**src/rtl/uart_loop_ctrl_if.sv**
```systemverilog
// FIFO-side handshake between the loop-back controller (master) and the UART core (slave).
interface uart_loop_ctrl_if #(
  parameter int DBIT = 8
);
  logic            rd_uart;
  logic            wr_uart;
  logic [DBIT-1:0] w_data;
  logic [DBIT-1:0] r_data;
  logic            rx_empty;
  logic            tx_full;

  modport master (
    output rd_uart, wr_uart, w_data,
    input  r_data, rx_empty, tx_full
  );

  modport slave (
    input  rd_uart, wr_uart, w_data,
    output r_data, rx_empty, tx_full
  );
endinterface

```
**src/rtl/uart_loop_ctrl.sv**
```systemverilog
// UART loop-back controller: pops rx bytes, transforms them and pushes them to tx,
// per step tick or continuously, with optional drop on prolonged tx back-pressure.
module uart_loop_ctrl #(
  parameter int DBIT    = 8,
  parameter int OFFSET  = 1,
  parameter int CNT_W   = 16,
  parameter int TIMEOUT = 0,
  parameter int TO_W    = 16
) (
  input  logic             clk,
  input  logic             reset,
  input  logic             auto,
  input  logic [1:0]       xsel,
  input  logic             step,
  uart_loop_ctrl_if.master fifo,
  output logic [DBIT-1:0]  last_rx,
  output logic [CNT_W-1:0] rx_count,
  output logic [CNT_W-1:0] tx_count,
  output logic [CNT_W-1:0] drop_count,
  output logic             pending,
  output logic             busy
);
  typedef enum logic [1:0] {IDLE, FETCH, SEND} state_t;

  localparam bit              HAS_TO  = (TIMEOUT != 0);
  localparam logic [TO_W-1:0] TO_LAST = TO_W'(HAS_TO ? TIMEOUT - 1 : 0);

  state_t           r_state;
  state_t           w_next;
  logic [DBIT-1:0]  r_last;
  logic [DBIT-1:0]  r_wdata;
  logic [CNT_W-1:0] r_rx_cnt;
  logic [CNT_W-1:0] r_tx_cnt;
  logic [CNT_W-1:0] r_drop_cnt;
  logic [TO_W-1:0]  r_to;
  logic             r_pending;
  logic             w_trigger;
  logic             w_enter;
  logic             w_drop;
  logic             w_rd;
  logic             w_wr;

  function automatic logic [CNT_W-1:0] sat_inc(input logic [CNT_W-1:0] v);
    return (&v) ? v : v + 1'b1;
  endfunction

  function automatic logic [DBIT-1:0] xform(input logic [DBIT-1:0] d, input logic [1:0] sel);
    logic [DBIT-1:0] rev;
    for (int i = 0; i < DBIT; i++) rev[i] = d[DBIT-1-i];
    case (sel)
      2'b00:   return d;
      2'b01:   return d + DBIT'(OFFSET);
      2'b10:   return ~d;
      default: return rev;
    endcase
  endfunction

  assign w_trigger = auto | r_pending;

  always_comb begin
    w_next  = r_state;
    w_enter = 1'b0;
    w_drop  = 1'b0;
    w_rd    = 1'b0;
    w_wr    = 1'b0;
    case (r_state)
      IDLE: begin
        if (w_trigger && !fifo.rx_empty) begin
          w_next  = FETCH;
          w_enter = 1'b1;
        end
      end
      FETCH: begin
        w_rd   = 1'b1;
        w_next = SEND;
      end
      SEND: begin
        if (!fifo.tx_full) begin
          w_wr   = 1'b1;
          w_next = IDLE;
        end else if (HAS_TO && r_to == TO_LAST) begin
          w_drop = 1'b1;
          w_next = IDLE;
        end
      end
      default: w_next = IDLE;
    endcase
  end

  always_ff @(posedge clk) begin
    if (!reset) begin
      r_state    <= IDLE;
      r_last     <= '0;
      r_wdata    <= '0;
      r_rx_cnt   <= '0;
      r_tx_cnt   <= '0;
      r_drop_cnt <= '0;
      r_to       <= '0;
      r_pending  <= 1'b0;
    end else begin
      r_state <= w_next;
      // A step coinciding with FETCH entry re-arms the request instead of being lost.
      if (w_enter)   r_pending <= step;
      else if (step) r_pending <= 1'b1;
      case (r_state)
        FETCH: begin
          r_last   <= fifo.r_data;
          r_wdata  <= xform(fifo.r_data, xsel);
          r_rx_cnt <= sat_inc(r_rx_cnt);
          r_to     <= '0;
        end
        SEND: begin
          if (w_wr) begin
            r_tx_cnt <= sat_inc(r_tx_cnt);
            r_to     <= '0;
          end else if (w_drop) begin
            r_drop_cnt <= sat_inc(r_drop_cnt);
            r_to       <= '0;
          end else if (r_to != '1) begin
            r_to <= r_to + 1'b1;
          end
        end
        default: r_to <= '0;
      endcase
    end
  end

  assign fifo.rd_uart = w_rd;
  assign fifo.wr_uart = w_wr;
  assign fifo.w_data  = r_wdata;
  assign last_rx      = r_last;
  assign rx_count     = r_rx_cnt;
  assign tx_count     = r_tx_cnt;
  assign drop_count   = r_drop_cnt;
  assign pending      = r_pending;
  assign busy         = (r_state != IDLE);
endmodule

```
**src/flat_wrapper.sv**
```systemverilog
// flat-port wrapper written by rule: the top's interface ports become plain ports
module uart_loop_ctrl_flat 
#(
  parameter int DBIT    = 8,
  parameter int OFFSET  = 1,
  parameter int CNT_W   = 16,
  parameter int TIMEOUT = 0,
  parameter int TO_W    = 16
)
  (clk, reset, auto, xsel, step, last_rx, rx_count, tx_count, drop_count, pending, busy, fifo_rd_uart, fifo_wr_uart, fifo_w_data, fifo_r_data, fifo_rx_empty, fifo_tx_full);
  uart_loop_ctrl_if #(.DBIT(DBIT)) fifo_i ();
  input  logic clk;
  input  logic reset;
  input  logic auto;
  input  logic [1:0] xsel;
  input  logic step;
  output logic [DBIT-1:0] last_rx;
  output logic [CNT_W-1:0] rx_count;
  output logic [CNT_W-1:0] tx_count;
  output logic [CNT_W-1:0] drop_count;
  output logic pending;
  output logic busy;
  output wire logic [$bits(fifo_i.rd_uart)-1:0] fifo_rd_uart;
  output wire logic [$bits(fifo_i.wr_uart)-1:0] fifo_wr_uart;
  output wire logic [$bits(fifo_i.w_data)-1:0] fifo_w_data;
  input wire logic [$bits(fifo_i.r_data)-1:0] fifo_r_data;
  input wire logic [$bits(fifo_i.rx_empty)-1:0] fifo_rx_empty;
  input wire logic [$bits(fifo_i.tx_full)-1:0] fifo_tx_full;
  assign fifo_rd_uart = fifo_i.rd_uart;
  assign fifo_wr_uart = fifo_i.wr_uart;
  assign fifo_w_data = fifo_i.w_data;
  assign fifo_i.r_data = fifo_r_data;
  assign fifo_i.rx_empty = fifo_rx_empty;
  assign fifo_i.tx_full = fifo_tx_full;
  uart_loop_ctrl #(.DBIT(DBIT), .OFFSET(OFFSET), .CNT_W(CNT_W), .TIMEOUT(TIMEOUT), .TO_W(TO_W)) u_core (.clk(clk), .reset(reset), .auto(auto), .xsel(xsel), .step(step), .fifo(fifo_i), .last_rx(last_rx), .rx_count(rx_count), .tx_count(tx_count), .drop_count(drop_count), .pending(pending), .busy(busy));
endmodule
```
**config.mk**
```make
export PLATFORM = sky130hd
export DESIGN_NAME = uart_loop_ctrl_flat
export DESIGN_NICKNAME = d
export VERILOG_FILES = /design/src/rtl/uart_loop_ctrl_if.sv /design/src/rtl/uart_loop_ctrl.sv /design/src/flat_wrapper.sv
export SDC_FILE = /design/constraint.sdc
export NUM_CORES = 1
export LEC_CHECK = 0
export ABC_AREA = 0
export CORE_MARGIN = 2
export CORE_UTILIZATION = 50
export CTS_CLUSTER_SIZE = 14
export DETAILED_ROUTE_END_ITERATION = 10
export GPL_ROUTABILITY_DRIVEN = 0
export PLACE_DENSITY = 0.85
export SLEW_MARGIN = 25
export SYNTH_ARGS = -nofsm -noshare
export SYNTH_HDL_FRONTEND = slang
export SYNTH_SLANG_ARGS = --single-unit
```
**constraint.sdc**
```tcl
create_clock -name clk -period 3 [get_ports clk]
set_clock_uncertainty 0.2 [all_clocks]
set_input_delay 0.75 -clock clk [delete_from_list [all_inputs] [get_ports clk]]
set_output_delay 0.75 -clock clk [all_outputs]
set_load 0.01 [all_outputs]
```
==> impl_metrics.ini <==
[run_status]
outcome = finished clean

[synth]
synth_top_cell_by_area = dfxtp_1
synth.area.top_cells = dfxtp_1, nand2_1, a21oi_1
synth_seq_cells = 51
netlist_area_um2 = 2730
synthFlopType = dfxtp_1
synth-compound-area-share_pct = 19.0
synthMuxAreaShare_pct = 4.04
seq_area_frac_synth_pct = 37.4
async_flop_share_pct = 0
synth_edf_count = 0
ys_types = 43
synth-simple-area-share_pct = 28.8
postSynthAreaPerCell_um2 = 7.95
netlist_instances = 343
synth_top_family_by_area = simple AND/OR/NAND/NOR gates
synth_top_area_share_pct = 37.4
synth_xor_area_share_pct = 0.642
synth_warnings = 0
synth-adder-area-share_pct = 1.38

[drt]
drtIter0Drc = 126
ant_nets = 0
dr.pass1.iters = 4
via_count = 2774
vias_per_cell = 5.78
detail_route.wirelength_um = 6780
drt-wirelength-per-cell_um = 14.1
route.detailed.drc = 0

[critical_path]
endpoint_kind = output pin
start_kind = input port
arrival_ns = 1.95
r2r-start = u_core.r_state[1]
critPathKind = in -> out
cp.required_ns = 2.05
r2r_cells = 6
r2r-end = u_core.tx_count[14]
ff2ff_setup_slack_ns = 0.81
crit_path_max_fanout = 2

[timing]
hold_viol = 0
worst_pin_slew_ns = 0.813
min_period_ns = 2.90
final_max_slew_viol_count = 0
fin_hold_ws_ns = 0.259
setup-violations-final = 0
fin_crit_sh_pct = 96.8
fmax_mhz = 345
setup_ws_ns = 0.0973
maxSlewHeadroom_pct = 45.3
rsz0062_at_grt = no

[global_route]
grt_pass1_wl_um = 11000
grt_max_degree = 21
grt_pass1_vias = 2416
antenna_found_initial = 0
grt_usage_pct = 21.9
grt-ovfl-total = 0

[clocking]
cts_tree = done
cts_root_buffer = clkbuf_8
clockBufferDepth = 2
clk_pin_slew_ns = 0.09
clock_latency_ns = 0.30
clock-sinks = 51
cts_buffers = 5
htree_levels = 2
cts_resized = 1
postCtsHoldBufs = 0
post-cts-setup-buffers = 0

[run]
drv_cap = 0

[place]
post-place-ws_ns = -0.164
portBuffers = 67
hpwl_um = 4870
place_area_um2 = 3440

[cells_and_area]
layout.nets = 429
final_area_um2 = 3520
syn2layout_area_growth_pct = 29.2
drive_gt1_share_pct = 5.61
antenna_cells = 0
utilization_pct = 68.1

[floorplan]
core.rowCount = 26
dieArea_um2 = 6060
coreArea_um2 = 5170
ios = 84
die_h_um = 77.8
die_x_um = 77.8
initial_core_util_pct = 52.7

[worst_hold_path]
hold_path_class = reg -> reg
holdPathEnd = u_core.last_rx[1]
min_path_cells = 2
min_from = u_core.last_rx[1]

[pwr]
p_leak_nw = 1.24
power.density_nw_per_um2 = 361
peakVddDrop_mv = 0.239
routing by layer:
metal	vias to the layer above	wire length, um	share of wire [%]	track usage (%)
met1	1311	3100	46	29.2
met2	81	3280	48	36.9
li1	1369	-	-	-
met4	0	110	1.6	6.96
met3	13	289	4.3	2.67
met5	-	0	0	0
through the flow:
step | std cells | setup TNS (ns) | power [mW]
after floorplan | 358 | 0 | 0.817
after global placement | 473 | -0.159 | 0.878
after detailed placement | 473 | -0.164 | 0.882
after CTS | 480 | 0 | 1.28
after global routing | 480 | 0 | 1.32
final | 480 | 0 | 1.27
worst max-delay path, stage by stage:
cell             delay, ns
clkdlybuf4s50_1       0.42
or3b_1                0.41
inv_1                 0.10
dlygate4sd2_1         0.27
Yosys cell counts, types with 2 or more instances:
library cell  number
a31oi_1            6
a21oi_1           32
o211ai_1           6
nand2_1           44
nor4_1             8
o211a_1            3
buf_4             16
or2_2              2
o21ai_0           16
nor3_1             8
mux2i_1           11
a311oi_1           2
nor2_1            12
dfxtp_1           51
and4_1             4
ha_1               3
a211o_1            2
or3_1              8
buf_2              2
o31ai_1           13
inv_1              7
or4_1             11
and3_1             3
nand4_1           12
clkbuf_1          14
nand3_1           19
nand2b_1          11
buf_1              2
cells in the final DEF, fill, tap and decap left out, drive strengths merged, types with 6 or more instances in the layout:
cell           Yosys  final
a31oi              6      6
o31ai             13     13
nand4             12     12
nand3             19     19
nor3               8      8
clkdlybuf4s50      0     66
nor2              12     12
buf               21     13
nor4               8      8
o21ai             16     16
mux2i             11     11
nand2b            11     11
inv                8      8
or4               11     11
dfxtp             51     51
or3                8      8
nand2             44     44
a21oi             32     32
o211ai             6      6
clkbuf            14      6
conb               1     16
where the power goes:
group	leakage (nW)	switching [mW]	internal [mW]
logic	0.775	0.0905	0.0756
registers	0.413	0.0102	0.692
clock network	0.0470	0.222	0.182
cell families after synthesis:
kind of cell	count (synthesis)
mux	11
simple gates	148
other cells	1
compound gates	84
buf+inv	43
xor+xnor	2
fa+ha+maj	3
flops	51
registers in the layout, summed over array words and instances, names as in the netlist:
register            flops
u_core.rx_count        16
u_core.fifo.w_data      8
u_core.r_state          2
u_core.tx_count        16
u_core.last_rx          8
u_core.pending          1
area by class of cell:
type / count / area (um^2)
multi-input combinational: 264 / 1530
clock inverter: 1 / 5.00
timing repair buffer: 80 / 767
inverter: 8 / 30.0
clock buffer: 6 / 82.6
fill: 441 / 1650
sequential: 51 / 1020
tap: 70 / 87.6
how the worst max path moves through the flow:
stage	startpoint	endpoint	slack, ns	cells past startpoint
4_1_cts	fifo_tx_full	fifo_wr_uart	0.11	4
3_5_place_dp	fifo_tx_full	fifo_wr_uart	-0.16	4
2_1_floorplan	fifo_tx_full	u_core.tx_count[8]	0.64	6
5_1_grt	fifo_tx_full	fifo_wr_uart	0.05	4
3_3_place_gp	fifo_tx_full	fifo_wr_uart	-0.16	4
6_report	fifo_tx_full	fifo_wr_uart	0.1	4
Note: power is estimated with default switching activity, not from simulation.
